## config.mk

```make
export PLATFORM = sky130hd
export DESIGN_NAME = mmio_uart_tx
export DESIGN_NICKNAME = d
export VERILOG_FILES = /design/src/rtl/mmio_uart_tx.sv
export SDC_FILE = /design/constraint.sdc
export NUM_CORES = 1
export LEC_CHECK = 0
export CORE_MARGIN = 1
export CORE_UTILIZATION = 30
export CTS_CLUSTER_DIAMETER = 120
export DETAILED_ROUTE_END_ITERATION = 7
export DONT_BUFFER_PORTS = 1
export MAX_ROUTING_LAYER = met4
export SLEW_MARGIN = 0
export SYNTH_ARGS = -nofsm -noshare
export SYNTH_HDL_FRONTEND = slang
export SYNTH_SLANG_ARGS = --single-unit
```

## constraint.sdc

```tcl
create_clock -name clk -period 9.7 [get_ports clk]
set_clock_uncertainty 0.1 [all_clocks]
set_input_delay 2.425 -clock clk [delete_from_list [all_inputs] [get_ports clk]]
set_output_delay 2.425 -clock clk [all_outputs]
set_load 0.01 [all_outputs]
```

## src/rtl/mmio_uart_tx.sv

```systemverilog
// mmio_uart_tx: memory-mapped UART transmitter sharing the CPU data-memory bus.
// The CPU stores bytes into a small TX FIFO; they are sent as 8N1 frames, LSB first.
//
// Register window (16 bytes at BASE_ADDR, offset = addr[3:2], addr[1:0] ignored):
//   0 TXDATA   : write pushes wr_data[7:0]; reads 0
//   1 STATUS   : {count[7:4], overflow, empty, full, busy}; any write clears overflow
//   2 BAUD_DIV : clock cycles per bit, [15:0] read/write
//   3          : reads 0, writes ignored
//
// Ports:
//   clk      - system clock, rising edge
//   reset_n  - asynchronous active-low reset
//   wr_sig   - CPU store strobe
//   wr_data  - CPU store data
//   addr     - CPU data address
//   rd_data  - combinational read data, 0 when not selected
//   sel      - combinational window hit, used by the system read mux
//   tx       - serial line, registered, idles high
module mmio_uart_tx #(
    parameter logic [31:0] BASE_ADDR   = 32'h0000_1000,
    parameter int unsigned FIFO_DEPTH  = 4,
    parameter logic [15:0] DEFAULT_DIV = 16'd16
) (
    input  logic        clk,
    input  logic        reset_n,
    input  logic        wr_sig,
    input  logic [31:0] wr_data,
    input  logic [31:0] addr,
    output logic [31:0] rd_data,
    output logic        sel,
    output logic        tx
);

    localparam int unsigned PW = $clog2(FIFO_DEPTH);
    localparam int unsigned CW = PW + 1;

    typedef enum logic [1:0] {
        S_IDLE,
        S_START,
        S_DATA,
        S_STOP
    } state_t;

    logic [7:0]    r_mem [FIFO_DEPTH];
    logic [PW-1:0] r_wptr;
    logic [PW-1:0] r_rptr;
    logic [CW-1:0] r_count;
    logic          r_ovf;
    logic [15:0]   r_baud;

    state_t        r_state;
    state_t        w_state_next;
    logic [15:0]   r_div;
    logic [15:0]   w_div_next;
    logic [15:0]   r_cnt;
    logic [15:0]   w_cnt_next;
    logic [7:0]    r_shift;
    logic [7:0]    w_shift_next;
    logic [2:0]    r_bit;
    logic [2:0]    w_bit_next;
    logic          r_tx;
    logic          w_tx_next;
    logic          w_pop;

    logic          w_sel;
    logic [1:0]    w_off;
    logic          w_wr;
    logic          w_push_req;
    logic          w_push;
    logic          w_full;
    logic          w_empty;
    logic          w_busy;
    logic [7:0]    w_head;
    logic [15:0]   w_div_eff;
    logic [3:0]    w_cnt4;
    logic          w_unused;

    assign w_sel      = (addr[31:4] == BASE_ADDR[31:4]);
    assign w_off      = addr[3:2];
    assign w_wr       = wr_sig & w_sel;
    assign w_push_req = w_wr && (w_off == 2'd0);
    assign w_full     = (r_count == CW'(FIFO_DEPTH));
    assign w_empty    = (r_count == '0);
    // Fullness is judged before the edge, so a pop in the same cycle cannot make room.
    assign w_push     = w_push_req & ~w_full;
    assign w_busy     = (r_state != S_IDLE);
    assign w_head     = r_mem[r_rptr];
    assign w_div_eff  = (r_baud == '0) ? 16'd1 : r_baud;
    assign w_cnt4     = 4'(r_count);
    assign w_unused   = &{1'b0, wr_data[31:16], addr[1:0]};

    assign sel = w_sel;
    assign tx  = r_tx;

    always_comb begin
        rd_data = '0;
        if (w_sel) begin
            case (w_off)
                2'd1:    rd_data[7:0]  = {w_cnt4, r_ovf, w_empty, w_full, w_busy};
                2'd2:    rd_data[15:0] = r_baud;
                default: rd_data = '0;
            endcase
        end
    end

    // FIFO storage carries no reset; only pointers and count define its contents.
    always_ff @(posedge clk) begin
        if (w_push) begin
            r_mem[r_wptr] <= wr_data[7:0];
        end
    end

    always_ff @(posedge clk or negedge reset_n) begin
        if (!reset_n) begin
            r_wptr  <= '0;
            r_rptr  <= '0;
            r_count <= '0;
            r_ovf   <= 1'b0;
            r_baud  <= DEFAULT_DIV;
        end else begin
            if (w_push) begin
                r_wptr <= r_wptr + PW'(1);
            end
            if (w_pop) begin
                r_rptr <= r_rptr + PW'(1);
            end
            case ({w_push, w_pop})
                2'b10:   r_count <= r_count + CW'(1);
                2'b01:   r_count <= r_count - CW'(1);
                default: r_count <= r_count;
            endcase
            if (w_push_req && w_full) begin
                r_ovf <= 1'b1;
            end else if (w_wr && (w_off == 2'd1)) begin
                r_ovf <= 1'b0;
            end
            if (w_wr && (w_off == 2'd2)) begin
                r_baud <= wr_data[15:0];
            end
        end
    end

    always_ff @(posedge clk or negedge reset_n) begin
        if (!reset_n) begin
            r_state <= S_IDLE;
            r_div   <= '0;
            r_cnt   <= '0;
            r_shift <= '0;
            r_bit   <= '0;
            r_tx    <= 1'b1;
        end else begin
            r_state <= w_state_next;
            r_div   <= w_div_next;
            r_cnt   <= w_cnt_next;
            r_shift <= w_shift_next;
            r_bit   <= w_bit_next;
            r_tx    <= w_tx_next;
        end
    end

    // Line level is computed for the state being entered, so tx is a pure flop output.
    always_comb begin
        w_state_next = r_state;
        w_div_next   = r_div;
        w_cnt_next   = r_cnt;
        w_shift_next = r_shift;
        w_bit_next   = r_bit;
        w_tx_next    = r_tx;
        w_pop        = 1'b0;
        case (r_state)
            S_IDLE: begin
                w_tx_next = 1'b1;
                if (!w_empty) begin
                    w_pop        = 1'b1;
                    w_shift_next = w_head;
                    w_div_next   = w_div_eff;
                    w_cnt_next   = w_div_eff - 16'd1;
                    w_state_next = S_START;
                    w_tx_next    = 1'b0;
                end
            end
            S_START: begin
                if (r_cnt == '0) begin
                    w_state_next = S_DATA;
                    w_bit_next   = '0;
                    w_cnt_next   = r_div - 16'd1;
                    w_tx_next    = r_shift[0];
                end else begin
                    w_cnt_next = r_cnt - 16'd1;
                end
            end
            S_DATA: begin
                if (r_cnt == '0) begin
                    w_cnt_next = r_div - 16'd1;
                    if (r_bit == 3'd7) begin
                        w_state_next = S_STOP;
                        w_tx_next    = 1'b1;
                    end else begin
                        w_shift_next = r_shift >> 1;
                        w_bit_next   = r_bit + 3'd1;
                        w_tx_next    = r_shift[1];
                    end
                end else begin
                    w_cnt_next = r_cnt - 16'd1;
                end
            end
            S_STOP: begin
                if (r_cnt == '0) begin
                    if (!w_empty) begin
                        // Chain straight into the next start bit with no idle gap.
                        w_pop        = 1'b1;
                        w_shift_next = w_head;
                        w_div_next   = w_div_eff;
                        w_cnt_next   = w_div_eff - 16'd1;
                        w_state_next = S_START;
                        w_tx_next    = 1'b0;
                    end else begin
                        w_state_next = S_IDLE;
                        w_tx_next    = 1'b1;
                    end
                end else begin
                    w_cnt_next = r_cnt - 16'd1;
                end
            end
            default: begin
                w_state_next = S_IDLE;
                w_tx_next    = 1'b1;
            end
        endcase
    end

endmodule

```

=== Word level (Yosys, flattened, before mapping) ===
Memories as Yosys holds them, arrays and structs flattened.
Cells that the tools add are included.

* Word-level logic and storage cells: 101
* Input port bits: 67
* Bits in writable memories: 32
* Output and inout bits: 34
* Memories: 1
* Flip-flop bits (word level): 70

{| class="wikitable"
|+ Memory list
! name !! words !! width !! rd ports !! clocked after memory_dff !! wr ports !! RTL line !! RTL
|-
| r_mem || 4 || 8 || 1 || 0 || 1 || 44 || <nowiki>logic [7:0] r_mem [FIFO_DEPTH];</nowiki>
|}

* Bitwise logic cells: 3
* Muxes and demuxes: 41
* Reduce and logical (&&, ||, !) cells: 21
* Add/subtract/negate cells: 8
* Equality and inequality tests: 16

{| class="wikitable"
|+ Operators with widths
! cell !! count
|-
| 16-bit 2-to-1 mux || 7
|-
| 16-bit case mux with 3 select lines || 1
|-
| 16-bit by 1-bit subtractor with 16-bit output, second input constant || 3
|-
| 8-bit 2-to-1 mux || 5
|-
| 16-bit zero test || 2
|-
| 16-bit case mux with 2 select lines || 1
|-
| 28-bit by 9-bit == test with 1-bit output, second input constant || 1
|-
| 8-bit case mux with 3 select lines || 1
|-
| 8-bit case mux with 2 select lines || 1
|-
| 1-bit 2-to-1 mux || 12
|-
| 2-bit inequality test, second input constant || 6
|-
| 3-bit case mux with 2 select lines || 2
|-
| 2-bit 2-to-1 mux || 5
|-
| 2-bit nonzero test || 5
|-
| 3-bit 2-to-1 mux || 3
|-
| 2-bit == test, second input constant || 4
|-
| 2-bit case mux with 4 select lines || 1
|-
| 4-bit AND reduction || 2
|-
| 3-bit by 1-bit adder with 3-bit output, second input constant || 2
|-
| 2-bit by 1-bit == test with 1-bit output, second input constant || 3
|-
| 3-bit == test, second input constant || 2
|-
| 5-bit AND reduction || 1
|-
| 2-bit by 1-bit adder with 2-bit output, second input constant || 2
|-
| 1-bit logical AND || 4
|-
| other kinds (11) || 13
|}

=== Depth between registers and ports, before layout ===
Gate-level depths: netlist (run 1).

* Word-level depth: 6
* Mapped depth: 13
* Gate-level depth less buffers: 12

=== Worst setup path after synthesis (run 1) ===
No wires, ideal clock.

* Kind: input to output
* From: input port addr[13]
* To: output port rd_data[10]
* Cell stages on the path: 5
* Arrival: 3.491 ns
* Path slack: 3.684 ns
* Data required time: 7.175 ns
* Buffers on the path: 1
* Cells stage by stage: nor4b_1 nand4_1 nor2_1 clkbuf_1 and3_1

* Cells in the longest elaborated chain, start to end: 2

{| class="wikitable"
|+ RTL lines
! what !! RTL line !! RTL
|-
| start: declaration || 28 || <nowiki>input logic [31:0] addr,</nowiki>
|-
| 28-bit by 9-bit == test with 1-bit output || 78 || <nowiki>assign w_sel = (addr[31:4] == BASE_ADDR[31:4]);</nowiki>
|-
| named net sel || 30 || <nowiki>output logic sel,</nowiki>
|-
| 16-bit 2-to-1 mux || 97 || <nowiki>if (w_sel) begin</nowiki>
|-
| end: declaration || 29 || <nowiki>output logic [31:0] rd_data,</nowiki>
|}

The timed path passes the listed nets, and every way through them passes these cells.

=== Worst setup path after layout (run 1) ===
* From: input port addr[13]
* To: output port rd_data[6]

The elaborated chain is that of the path after synthesis.

==> results of run 1 <==
## registers in the layout (all words and copies together) (netlist names)
| name | count |
|---|---|
| r_wptr | 2 |
| r_rptr | 2 |
| tx | 1 |
| r_cnt | 16 |
| r_ovf | 1 |
| r_bit | 3 |
| r_state | 2 |
| r_div | 16 |
| r_count | 3 |
| r_baud | 16 |
| r_shift | 8 |
| r_mem | 32 |
## cells by family after synthesis
kind of cell	share of synthesized area, %
compound gates	10.7
xor+xnor	5.82
fa+ha+maj	4.18
buf+inv	5.01
flops	46.2
mux	13.7
other cells	0.0639
simple gates	14.4
## critical path, delay by kind of cell
kind / cells / cell delay, ns
AND/OR/NAND/NOR: 5 / 1.85
## metal layers
| metal | track usage (%) | up-vias | routed length (um) |
|---|---|---|---|
| met5 | - | - | 0 |
| met4 | 5.04 | 0 | 259 |
| met3 | 1.86 | 17 | 554 |
| met2 | 23.2 | 137 | 6480 |
| met1 | 16.8 | 1970 | 5740 |
| li1 | - | 1907 | - |
## per-stage QoR
step / total power [mW] / cells / setup WS, ns / instance area (sq um) / hold WS (ns)
floorplan: 0.510 / 549 / 3.68 / 5930 / 0.357
detailed placement: 0.514 / 769 / 2.90 / 6040 / 0.383
global route: 0.913 / 785 / 2.74 / 6360 / 0.427
finish: 0.880 / 785 / 2.88 / 6360 / 0.397
CTS: 0.887 / 785 / 2.89 / 6360 / 0.400
global placement: 0.512 / 769 / 3.01 / 6040 / 0.375
## final cells by class
cell class | instances | area share [%]
tap | 260 | 5.11
clock inverter | 6 | 1.10
multi-input combinational | 386 | 45.9
sequential | 102 | 42.7
clock buffer | 10 | 3.93
timing repair buffer | 1 | 0.118
inverter | 20 | 1.18
## Yosys cell counts, types with 2 or more instances
cell type  instances
or2_2              2
a21bo_2            3
nor4_1            11
nand2_1           28
and3_1            11
or3_1              4
o41ai_1            3
nor3b_1            2
a211oi_1           3
clkbuf_1          20
nor2b_1            3
buf_2              4
mux2_2            46
xor2_1            23
o21ai_0           15
mux4_2             8
dfrtp_1           68
mux2i_1            9
nor4b_1            2
a2bb2oi_1          3
nand4_1            4
nor2_1            50
a22oi_1            9
xnor2_1           16
edfxtp_1          32
o21ai_2            2
o2bb2ai_1          3
o22ai_1            4
buf_4             16
nor3_1            16
or4_1              6
o31ai_1            5
inv_1             19
a21o_1             2
o211ai_1           3
dfstp_2            2
o221ai_1           3
ha_1              18
nand3_1            8
a311oi_1           2
a21oi_1           11
and2_1             5
## report_power, final
part / leakage [nW] / switching (mW) / total, mW / internal, mW
Sequential: 1.22 / 0.00699 / 0.460 / 0.453
Clock: 0.157 / 0.176 / 0.375 / 0.199
Combinational: 1.37 / 0.0275 / 0.0453 / 0.0177
Total: 2.74 / 0.210 / 0.880 / 0.669
## path summary, 6_finish.rpt
kind                           from          to  slack, ns
max                        addr[13]  rd_data[6]       2.88
min in group asynchronous   reset_n   r_wptr[0]       1.67
min reg2reg                   r_ovf       r_ovf       0.40
max reg2reg                r_cnt[0]  r_count[2]       5.99
min                           r_ovf       r_ovf       0.40
max in group asynchronous   reset_n          tx       7.62
==> results.sh, run 1 <==
export IMPL_crit_path_frequent_cell="nor2_1"
export IMPL_post_cts_buffers=0
export IMPL_max_slew_margin_pct=36.6
export IMPL_max_vdd_ir_drop_uv=118
export IMPL_fmax_mhz=147
export IMPL_avgRoutedWirePerCell_um=16.6
export IMPL_yosys_top_cells_area="dfrtp_1, edfxtp_1, mux2_2"
export IMPL_worstSetupPathType="input pin to output pin"
export IMPL_fp_row_count=50
export IMPL_final_period_utilization_pct=70.3
export IMPL_synthDominantCellAreaShare_pct=29.0
export IMPL_crit_slowest_cell="nor2_1"
export IMPL_cts_resized=0
export IMPL_worstPathArrival_ns=4.29
export IMPL_gr_usage_all_layers_pct=13.7
export IMPL_drt_pass1_iter_count=4
export IMPL_antenna_found_initial=0
export IMPL_fillCellCount=1890
export IMPL_ctsHoldBuffers=0
export IMPL_tightest_slew_ns=0.947
export IMPL_setup_violations=0
export IMPL_final_cell_mix="dfrtp_1, nor2_1, mux2_2"
export IMPL_core_area_sq_um=19000
export IMPL_clk_latency_ns=0.35
export IMPL_cts_buffer_depth=2
export IMPL_num_vias=4031
export IMPL_final_nets=606
export IMPL_syn_mean_instance_area_sq_um=11.0
export IMPL_gp_congestion=0.882
export IMPL_outcome="complete, no violations"
export IMPL_synthFlopType="dfrtp_1"
export IMPL_syn_area_sq_um=5870
export IMPL_syn_to_final_growth_pct=8.35
export IMPL_regArea_sq_um=2720
export IMPL_r2r_cells=12
export IMPL_first_iter_violations=285
export IMPL_end_kind="output pin"
export IMPL_max_cap_violations=0
export IMPL_maxSlewViolCount=0
export IMPL_cts_buffers_inserted=9
export IMPL_htreeDepth=3
export IMPL_async_reset_ff_share_pct=68.6
export IMPL_timing_setup_tns_ns=0
export IMPL_dpl_hpwl_um=9530
export IMPL_cts_tree="built"
export IMPL_critPathMaxFanout=13
export IMPL_routed_via_density=5.14
export IMPL_cpPeakStageDelay_ns=0.75
export IMPL_cp_start_kind="input pin"
export IMPL_drtAntennaViolNets=0
export IMPL_static_leakage_power_nw=2.74
export IMPL_seq_area_frac_synth_pct=46.2
export IMPL_grt_ovfl_total=0
export IMPL_wl_um=13000
export IMPL_ys_ff_latch=102
export IMPL_post_route_util_pct=33.6
export IMPL_drc=0
export IMPL_synthCells=534
export IMPL_hold_class="flip-flop to flip-flop"
export IMPL_grt_pass1_vias=4066
export IMPL_multi_input_area_sq_um=2920
export IMPL_yosys_warnings=0
export IMPL_portBuffers=0
export IMPL_worstPathCellList="nor4b_1 > nand4_1 > nor2_1 > nand2_1 > nor2_1"
export IMPL_yosys_area_top_type="dfrtp_1"
export IMPL_drive_above_1_share_pct=17.0
export IMPL_final_common_cell="dfrtp_1"
export IMPL_fp_dieH_um=142
export IMPL_rsz0062_at_grt="no"
export IMPL_grt_max_degree=71
export IMPL_die_w_um=142
export IMPL_start_util_pct=31.0
export IMPL_power_density_nw_per_um2=138
export IMPL_grt_pass1_wl_um=20900
export IMPL_root_buffer="clkbuf_16"
export IMPL_path_clk_slew_ns=0.07
export IMPL_worstPathRequired_ns=7.18
export IMPL_synth_edff_count=32
export IMPL_fin_crit_ns=6.82
export IMPL_synth_cell_types=72
export IMPL_diodes=0
export IMPL_fp_dieArea_sq_um=20100
export IMPL_holdPathStages=1
export IMPL_io_pins=101
export IMPL_final_hold_violation_count=0
export IMPL_clock_sinks=102
No activity file was read; power rests on OpenSTA's default activity.
==> run 2, diff against run 1 <==
- clock period: 9.7 -> 6.8 ns (I/O delays scaled with it)
==> run 2 against run 1 <==
Clock-buffer cell count did not move. Total power is 39% higher. Register-to-register slack got worse by 3.0 ns. Highest routed layer unchanged. Global-route usage grew 0.14 points.
==> results.sh, run 2 (synthesized netlist as in run 1, its figures left out) <==
export IMPL_end_kind="output pin"
export IMPL_final_area_sq_um=6340
export IMPL_cts_buffer_depth=2
export IMPL_portBuffers=0
export IMPL_gr_usage_all_layers_pct=13.9
export IMPL_drtAntennaViolNets=0
export IMPL_drive_above_1_share_pct=16.9
export IMPL_first_iter_violations=296
export IMPL_drt_pass1_iter_count=5
export IMPL_grt_max_degree=71
export IMPL_crit_slowest_cell="nor4b_1"
export IMPL_final_period_utilization_pct=69.7
export IMPL_cts_tree="built"
export IMPL_final_common_cell="dfrtp_1"
export IMPL_rsz0062_at_grt="no"
export IMPL_max_slew_margin_pct=41.1
export IMPL_start_util_pct=31.0
export IMPL_setup_violations=0
export IMPL_dp_cells=770
export IMPL_outcome="complete, no violations"
export IMPL_io_pins=101
export IMPL_dpl_hpwl_um=9470
export IMPL_timing_setup_tns_ns=0
export IMPL_critPathMaxFanout=13
export IMPL_max_cap_violations=0
export IMPL_cts_buffers_inserted=9
export IMPL_fp_row_count=50
export IMPL_diodes=0
export IMPL_root_buffer="clkbuf_16"
export IMPL_maxSlewViolCount=0
export IMPL_worstPathArrival_ns=2.94
export IMPL_clock_sinks=102
export IMPL_path_clk_slew_ns=0.07
export IMPL_drc=0
export IMPL_avgRoutedWirePerCell_um=16.6
export IMPL_syn_to_final_growth_pct=7.95
export IMPL_clk_latency_ns=0.35
export IMPL_largest_register="r_mem"
export IMPL_cpPeakStageDelay_ns=0.38
export IMPL_setup_ws_ns=2.06
export IMPL_worstPathRequired_ns=5.00
export IMPL_num_vias=4079
export IMPL_cp_start_kind="input pin"
export IMPL_static_leakage_power_nw=2.73
export IMPL_final_hold_violation_count=0
export IMPL_grt_pass1_wl_um=21000
export IMPL_wl_um=13000
export IMPL_routed_via_density=5.19
export IMPL_fmax_mhz=211
export IMPL_htreeDepth=3
export IMPL_fp_dieArea_sq_um=20100
export IMPL_grt_ovfl_total=0
export IMPL_largest_reg_flops=32
export IMPL_post_route_util_pct=33.4
export IMPL_post_place_ws_ns=2.07
export IMPL_ctsHoldBuffers=0
export IMPL_fin_crit_ns=4.74
export IMPL_instances_no_fill=786
export IMPL_crit_path_frequent_cell="nor2_1"
export IMPL_core_area_sq_um=19000
export IMPL_hold_class="flip-flop to flip-flop"
export IMPL_antenna_found_initial=0
export IMPL_p_total_mw=1.23
export IMPL_cts_resized=0
export IMPL_final_cell_mix="dfrtp_1, nor2_1, mux2_2"
export IMPL_dpl_instance_area_sq_um=6050
export IMPL_max_vdd_ir_drop_uv=106
export IMPL_power_density_nw_per_um2=193
export IMPL_worstSetupPathType="input pin to output pin"
export IMPL_grt_pass1_vias=4007
export IMPL_die_w_um=142
export IMPL_worstPathCellList="nor4b_1 > nand4_1 > nor2_1 > buf_4 > nand2_1 > nor2_1"
export IMPL_gp_congestion=0.882
export IMPL_final_nets=607
export IMPL_tightest_slew_ns=0.883
export IMPL_fp_dieH_um=142
export IMPL_post_cts_buffers=0
export IMPL_hold_slack_ns=0.400
## run 2: cell types whose count changed in the layout (fill, tap and decap cells not counted), sizes merged
cell	delta
buf	+1
clkinv	-1
inv	+1
## run 2: path summary, 6_finish.rpt
| kind | from | to | slack (ns) | cells past startpoint |
|---|---|---|---|---|
| max | addr[13] | rd_data[0] | 2.06 | 6 |
| min | r_ovf | r_ovf | 0.40 | 1 |
| max reg2reg | r_cnt[0] | r_count[2] | 3.04 | 12 |
| min reg2reg | r_ovf | r_ovf | 0.40 | 1 |
| max in group asynchronous | reset_n | tx | 5.44 | 0 |
| min in group asynchronous | reset_n | r_wptr[1] | 0.95 | 0 |
## run 2: critical path: cells and delay by family
| family | cells | cell delay [ns] |
|---|---|---|
| buffers and inverters | 1 | 0.20 |
| and+or+nand+nor | 5 | 1.04 |
## run 2: metal layers
metal	vias up	share of wire, %	track usage, %
li1	1903	-	-
met1	2021	44	16.9
met4	0	1.9	5.43
met5	-	0	-
met3	18	4.6	2.46
met2	137	49	22.9
## run 2: power by group
part           total [mW]  leakage [nW]  switching [mW]  internal [mW]
Sequential          0.656          1.22         0.00991          0.646
Clock               0.505         0.143           0.245          0.260
Combinational      0.0646          1.37          0.0393         0.0253
## run 2: cell type report
type                            count  area (sq um)
Tap cell                          260           325
Clock buffer                       10           229
Clock inverter                      6          60.1
Inverter                           20          75.1
Fill cell                        1901         12600
Multi-Input combinational cell    386          2920
Sequential cell                   102          2720
Timing Repair Buffer                2          15.0
==> run 3, diff against run 2 <==
- clock period: 6.8 -> 4.7 ns (I/O delays scaled with it)
==> run 3 against run 2 <==
First-iteration DRC count grew 20%. Clock power is 47% higher. Sequential cell count unchanged. Core utilization increased by 0.15 points. Setup slack got worse by 1.1 ns. Via count fell by 0.64%. Worst hold slack improved by 0.00076 ns. Critical path depth is 4 higher. Final area rose by 0.45%. Combinational power grew 54%. Sequential power grew 45%. Largest cell class unchanged.
==> results.sh, run 3 (synthesized netlist as in run 1, its figures left out) <==
export IMPL_ctsHoldBuffers=0
export IMPL_final_period_utilization_pct=80.0
export IMPL_setup_violations=0
export IMPL_post_place_ws_ns=0.982
export IMPL_max_vdd_ir_drop_uv=168
export IMPL_post_cts_buffers=0
export IMPL_fp_dieArea_sq_um=20100
export IMPL_tightest_slew_ns=0.902
export IMPL_die_w_um=142
export IMPL_drc=0
export IMPL_dpl_instance_area_sq_um=6060
export IMPL_start_util_pct=31.0
export IMPL_syn_to_final_growth_pct=8.44
export IMPL_clock_sinks=102
export IMPL_cpPeakStageDelay_ns=0.60
export IMPL_timing_setup_tns_ns=0
export IMPL_final_area_sq_um=6370
export IMPL_path_clk_slew_ns=0.08
export IMPL_worstPathCellList="or4_4 > or4_1 > nor3_1 > o21a_1 > ha_1 > inv_1 > fa_1 > xor2_1 > nor2_1 > xor2_1"
export IMPL_power_density_nw_per_um2=281
export IMPL_routed_via_density=5.14
export IMPL_gp_congestion=0.872
export IMPL_cts_resized=0
export IMPL_dpl_hpwl_um=9660
export IMPL_holdPathStages=1
export IMPL_root_buffer="clkbuf_16"
export IMPL_rsz0062_at_grt="no"
export IMPL_r2r_cells=10
export IMPL_diodes=0
export IMPL_final_cell_mix="dfrtp_1, nor2_1, mux2_2"
export IMPL_setup_ws_ns=0.940
export IMPL_largest_reg_flops=32
export IMPL_antenna_found_initial=0
export IMPL_drtAntennaViolNets=0
export IMPL_drive_above_1_share_pct=17.4
export IMPL_p_total_mw=1.79
export IMPL_crit_path_frequent_cell="xor2_1"
export IMPL_outcome="complete, no violations"
export IMPL_cts_buffers_inserted=9
export IMPL_largest_register="r_mem"
export IMPL_avgRoutedWirePerCell_um=16.8
export IMPL_core_area_sq_um=19000
export IMPL_fmax_mhz=266
export IMPL_worstSetupPathType="flip-flop to flip-flop"
export IMPL_cp_buffers_inverters=1
export IMPL_critPathTopFamily="simple AND/OR/NAND/NOR gates"
export IMPL_portBuffers=0
export IMPL_drt_pass1_iter_count=5
export IMPL_wl_um=13200
export IMPL_final_common_cell="dfrtp_1"
export IMPL_cts_buffer_depth=2
export IMPL_grt_pass1_wl_um=21200
export IMPL_fin_crit_ns=3.76
export IMPL_htreeDepth=3
export IMPL_fp_row_count=50
export IMPL_worstPathArrival_ns=3.93
export IMPL_crit_slowest_cell="or4_4"
export IMPL_end_kind="flip-flop"
export IMPL_critPathMaxFanout=6
export IMPL_cp_depth=10
export IMPL_static_leakage_power_nw=2.75
export IMPL_grt_max_degree=71
export IMPL_num_vias=4053
export IMPL_gr_usage_all_layers_pct=14.0
export IMPL_final_hold_violation_count=0
export IMPL_max_cap_violations=0
export IMPL_fp_dieH_um=142
export IMPL_cp_start_kind="flip-flop"
export IMPL_worstPathRequired_ns=4.87
export IMPL_max_slew_margin_pct=39.8
export IMPL_final_nets=609
export IMPL_clk_latency_ns=0.35
export IMPL_grt_ovfl_total=0
export IMPL_first_iter_violations=356
export IMPL_cts_tree="built"
export IMPL_io_pins=101
export IMPL_hold_class="flip-flop to flip-flop"
export IMPL_grt_pass1_vias=4096
export IMPL_maxSlewViolCount=0
run 3: layout make-up:
class / instances / area, sq um
Clock buffer: 9 / 225
Clock inverter: 7 / 77.6
Fill cell: 1913 / 12600
Tap cell: 260 / 325
Sequential cell: 102 / 2720
Inverter: 20 / 75.1
Multi-Input combinational cell: 386 / 2920
Timing Repair Buffer: 4 / 30.0
run 3: routing by layer:
metal	vias to the layer above	global-route usage (%)	share of wire, %
li1	1898	-	-
met1	1987	16.8	44
met5	-	-	0
met3	16	2.16	4.5
met2	152	23.7	50
met4	0	4.87	1.8
run 3: worst register-to-register path, cell delays in order, from the launching register on:
cell     delay (ns)
dfrtp_1        0.45
or4_4          0.60
or4_1          0.55
nor3_1         0.58
o21a_1         0.33
ha_1           0.24
inv_1          0.06
fa_1           0.37
xor2_1         0.15
nor2_1         0.12
xor2_1         0.14
run 3: path summary, 6_finish.rpt:
kind / end / slack, ns / start
max: r_count[2] / 0.94 / r_cnt[9]
min: r_ovf / 0.40 / r_ovf
max reg2reg: r_count[2] / 0.94 / r_cnt[9]
min reg2reg: r_ovf / 0.40 / r_ovf
max in group asynchronous: r_baud[4] / 3.88 / reset_n
min in group asynchronous: r_wptr[0] / 0.42 / reset_n
run 3: report_power, final:
| group | internal, mW | leakage, nW | switching [mW] |
|---|---|---|---|
| clock | 0.377 | 0.144 | 0.364 |
| sequential | 0.934 | 1.22 | 0.0145 |
| combinational | 0.0398 | 1.38 | 0.0593 |
run 3: metrics by stage:
stage	hold slack [ns]	std cells	util [%]
detailed placement	0.385	772	32.0
floorplan	0.357	549	-
finish	0.401	788	33.6
CTS	0.401	788	33.6
global placement	0.376	772	32.0
global route	0.404	788	33.6
==> RTL change, RTL diff (flow settings as in run 3) <==
Add an input register stage for `wr_sig`, `wr_data` and `addr`; this delays them by one clock.
--- a/src/rtl/mmio_uart_tx.sv
+++ b/src/rtl/mmio_uart_tx.sv
@@ -42,4 +42,14 @@
     } state_t;
 
+    logic wr_sig_q;
+    logic [31:0] wr_data_q;
+    logic [31:0] addr_q;
+
+    always_ff @(posedge clk) begin
+        wr_sig_q  <= wr_sig;
+        wr_data_q <= wr_data;
+        addr_q    <= addr;
+    end
+
     logic [7:0]    r_mem [FIFO_DEPTH];
     logic [PW-1:0] r_wptr;
@@ -76,7 +86,7 @@
     logic          w_unused;
 
-    assign w_sel      = (addr[31:4] == BASE_ADDR[31:4]);
-    assign w_off      = addr[3:2];
-    assign w_wr       = wr_sig & w_sel;
+    assign w_sel      = (addr_q[31:4] == BASE_ADDR[31:4]);
+    assign w_off      = addr_q[3:2];
+    assign w_wr       = wr_sig_q & w_sel;
     assign w_push_req = w_wr && (w_off == 2'd0);
     assign w_full     = (r_count == CW'(FIFO_DEPTH));
@@ -88,5 +98,5 @@
     assign w_div_eff  = (r_baud == '0) ? 16'd1 : r_baud;
     assign w_cnt4     = 4'(r_count);
-    assign w_unused   = &{1'b0, wr_data[31:16], addr[1:0]};
+    assign w_unused   = &{1'b0, wr_data_q[31:16], addr_q[1:0]};
 
     assign sel = w_sel;
@@ -107,5 +117,5 @@
     always_ff @(posedge clk) begin
         if (w_push) begin
-            r_mem[r_wptr] <= wr_data[7:0];
+            r_mem[r_wptr] <= wr_data_q[7:0];
         end
     end
@@ -136,5 +146,5 @@
             end
             if (w_wr && (w_off == 2'd2)) begin
-                r_baud <= wr_data[15:0];
+                r_baud <= wr_data_q[15:0];
             end
         end
Check against the original RTL: not equivalent (a bounded check fails within 4 cycles, from zero or initial values and one cycle with reset_n low).
==> RTL change against run 3 <==
- the flow now finishes with violations (design-rule violations)
- setup slack better by 0.31 ns
- sequential cell count is 47 higher
- wire length rose by 7.0%
- critical endpoint unchanged
- synthesized area is 16% higher
- first-iteration DRC count is 39% lower
- design area up 19%
Power is not compared: it rests on default switching activity, and its combinational part moved more than twofold at a synthesized area within 25%.
==> RTL change: results (changes against run 3) <==
Route
  • 1st-pass router iterations: 6 (+1)
  • Via count: 4444 (+9.6%)
  • DR DRC count: 7 (+7)
  • Vias/cell: 5.010 (-2.6%)
  • Routed len/inst: 15.93 um (-5.0%)
  • DR iter-0 viols: 216 (-39%)

Final layout
  • Largest regs: r_mem (32), addr_q (30)
  • Nets: 680 (+12%)
  • Fill cell count: 2202 (+15%)
  • # diodes: 0 (unchanged)
  • Layout cells sized above 1: 0.1631 (-0.01115)
  • Area taken by multi-input logic gates: 2875 um^2 (-1.5%)

Placed design
  • Inst Count DP: 855 (+11%)
  • Placed standard-cell area: 6972 um^2 (+15%)
  • Placer Congestion: 0.8237 (-5.6%)
  • Pre-CTS setup slack: 1.252 ns (+0.2699 ns)
  • Hpwl dp: 9811 um (+1.6%)

Yosys
  • Synth Area in Adders: 0.03615 (-0.005615)
  • Mux contribution to synthesized area: 0.1035 (-0.03333)
  • Sequential area share after synthesis: 0.5389 (+0.07652)
  • Asr flop ratio synth: 0.4698 (-0.2165)
  • Post-Synthesis Cells: 601 (+13%)
  • Ys Warns: 0 (unchanged)
  • Post-synth cell types: 66 (-8.3%)
  • Largest cells by area after synthesis: dfrtp_1, edfxtp_1, dfxtp_1
  • Post-synth EDFFs: 32 (unchanged)
  • Synth Area in Compound Gates: 0.08355 (-0.02299)
  • Post-Synth XOR/XNOR Area: 0.04648 (-0.01169)

Global route
  • GRT Total Usage: 0.1336 (-0.005952)
  • First-pass GRT wire length: 23630 um (+11%)

STA
  • Rel. slew slack: 0.4314 (+0.03299)
  • Hold_ws: 0.3428 ns (-0.05808 ns)
  • Period Utilization, post-route: 0.7332 (-0.06675)

Hold path
  • Worst Hold Class: input port to async pin

Critical path
  • Worst r2r src: r_cnt[9]
  • Worst Path Arrival: 3.70 ns (-0.23 ns)
  • R2R depth: 10 (unchanged)

Status
  • Failing checks: design-rule violations
  • Status: complete, but fails checks

CTS
  • Num CTS Buffers: 17 (+8)
  • Clock-pin slew of the registers on the worst-case setup and hold paths: 0.06 ns (-0.02 ns)
  • Htree depth: 4 (+1)
  • Worst skew pair latency: 0.43 ns (+0.08 ns)
## RTL change: cell types whose count changed after synthesis, moves of 5 or more
cell	run 3	this run
nand2_1	28	53
nor4_1	11	18
dfxtp_1	0	47
xnor2_1	16	22
mux2_2	46	41
a31oi_1	1	9
xor2_1	23	14
## RTL change: routing by layer
metal	GRT usage	vias up	share of wire
met2	0.2056	163	0.46
li1	-	2116	-
met1	0.1694	2137	0.47
met5	-	-	0
met3	0.02247	28	0.048
met4	0.06803	0	0.026
## RTL change: critical path, stage by stage (launching register included)
cell,delay (ns)
dfrtp_1,0.44
nor4_1,0.50
nor4b_2,0.62
a31oi_1,0.18
nor3_1,0.43
ha_1,0.27
inv_1,0.06
fa_1,0.37
xor2_1,0.15
nor2_1,0.11
xor2_1,0.15
## RTL change: cell type report
cell class              count  area share
well taps                 280     0.04638
clock inverters            11     0.01176
clock buffers              21     0.06526
flip-flops and latches    149      0.4840
repair buffers              2    0.001988
multi-input cells         404      0.3807
inverters                  20    0.009939
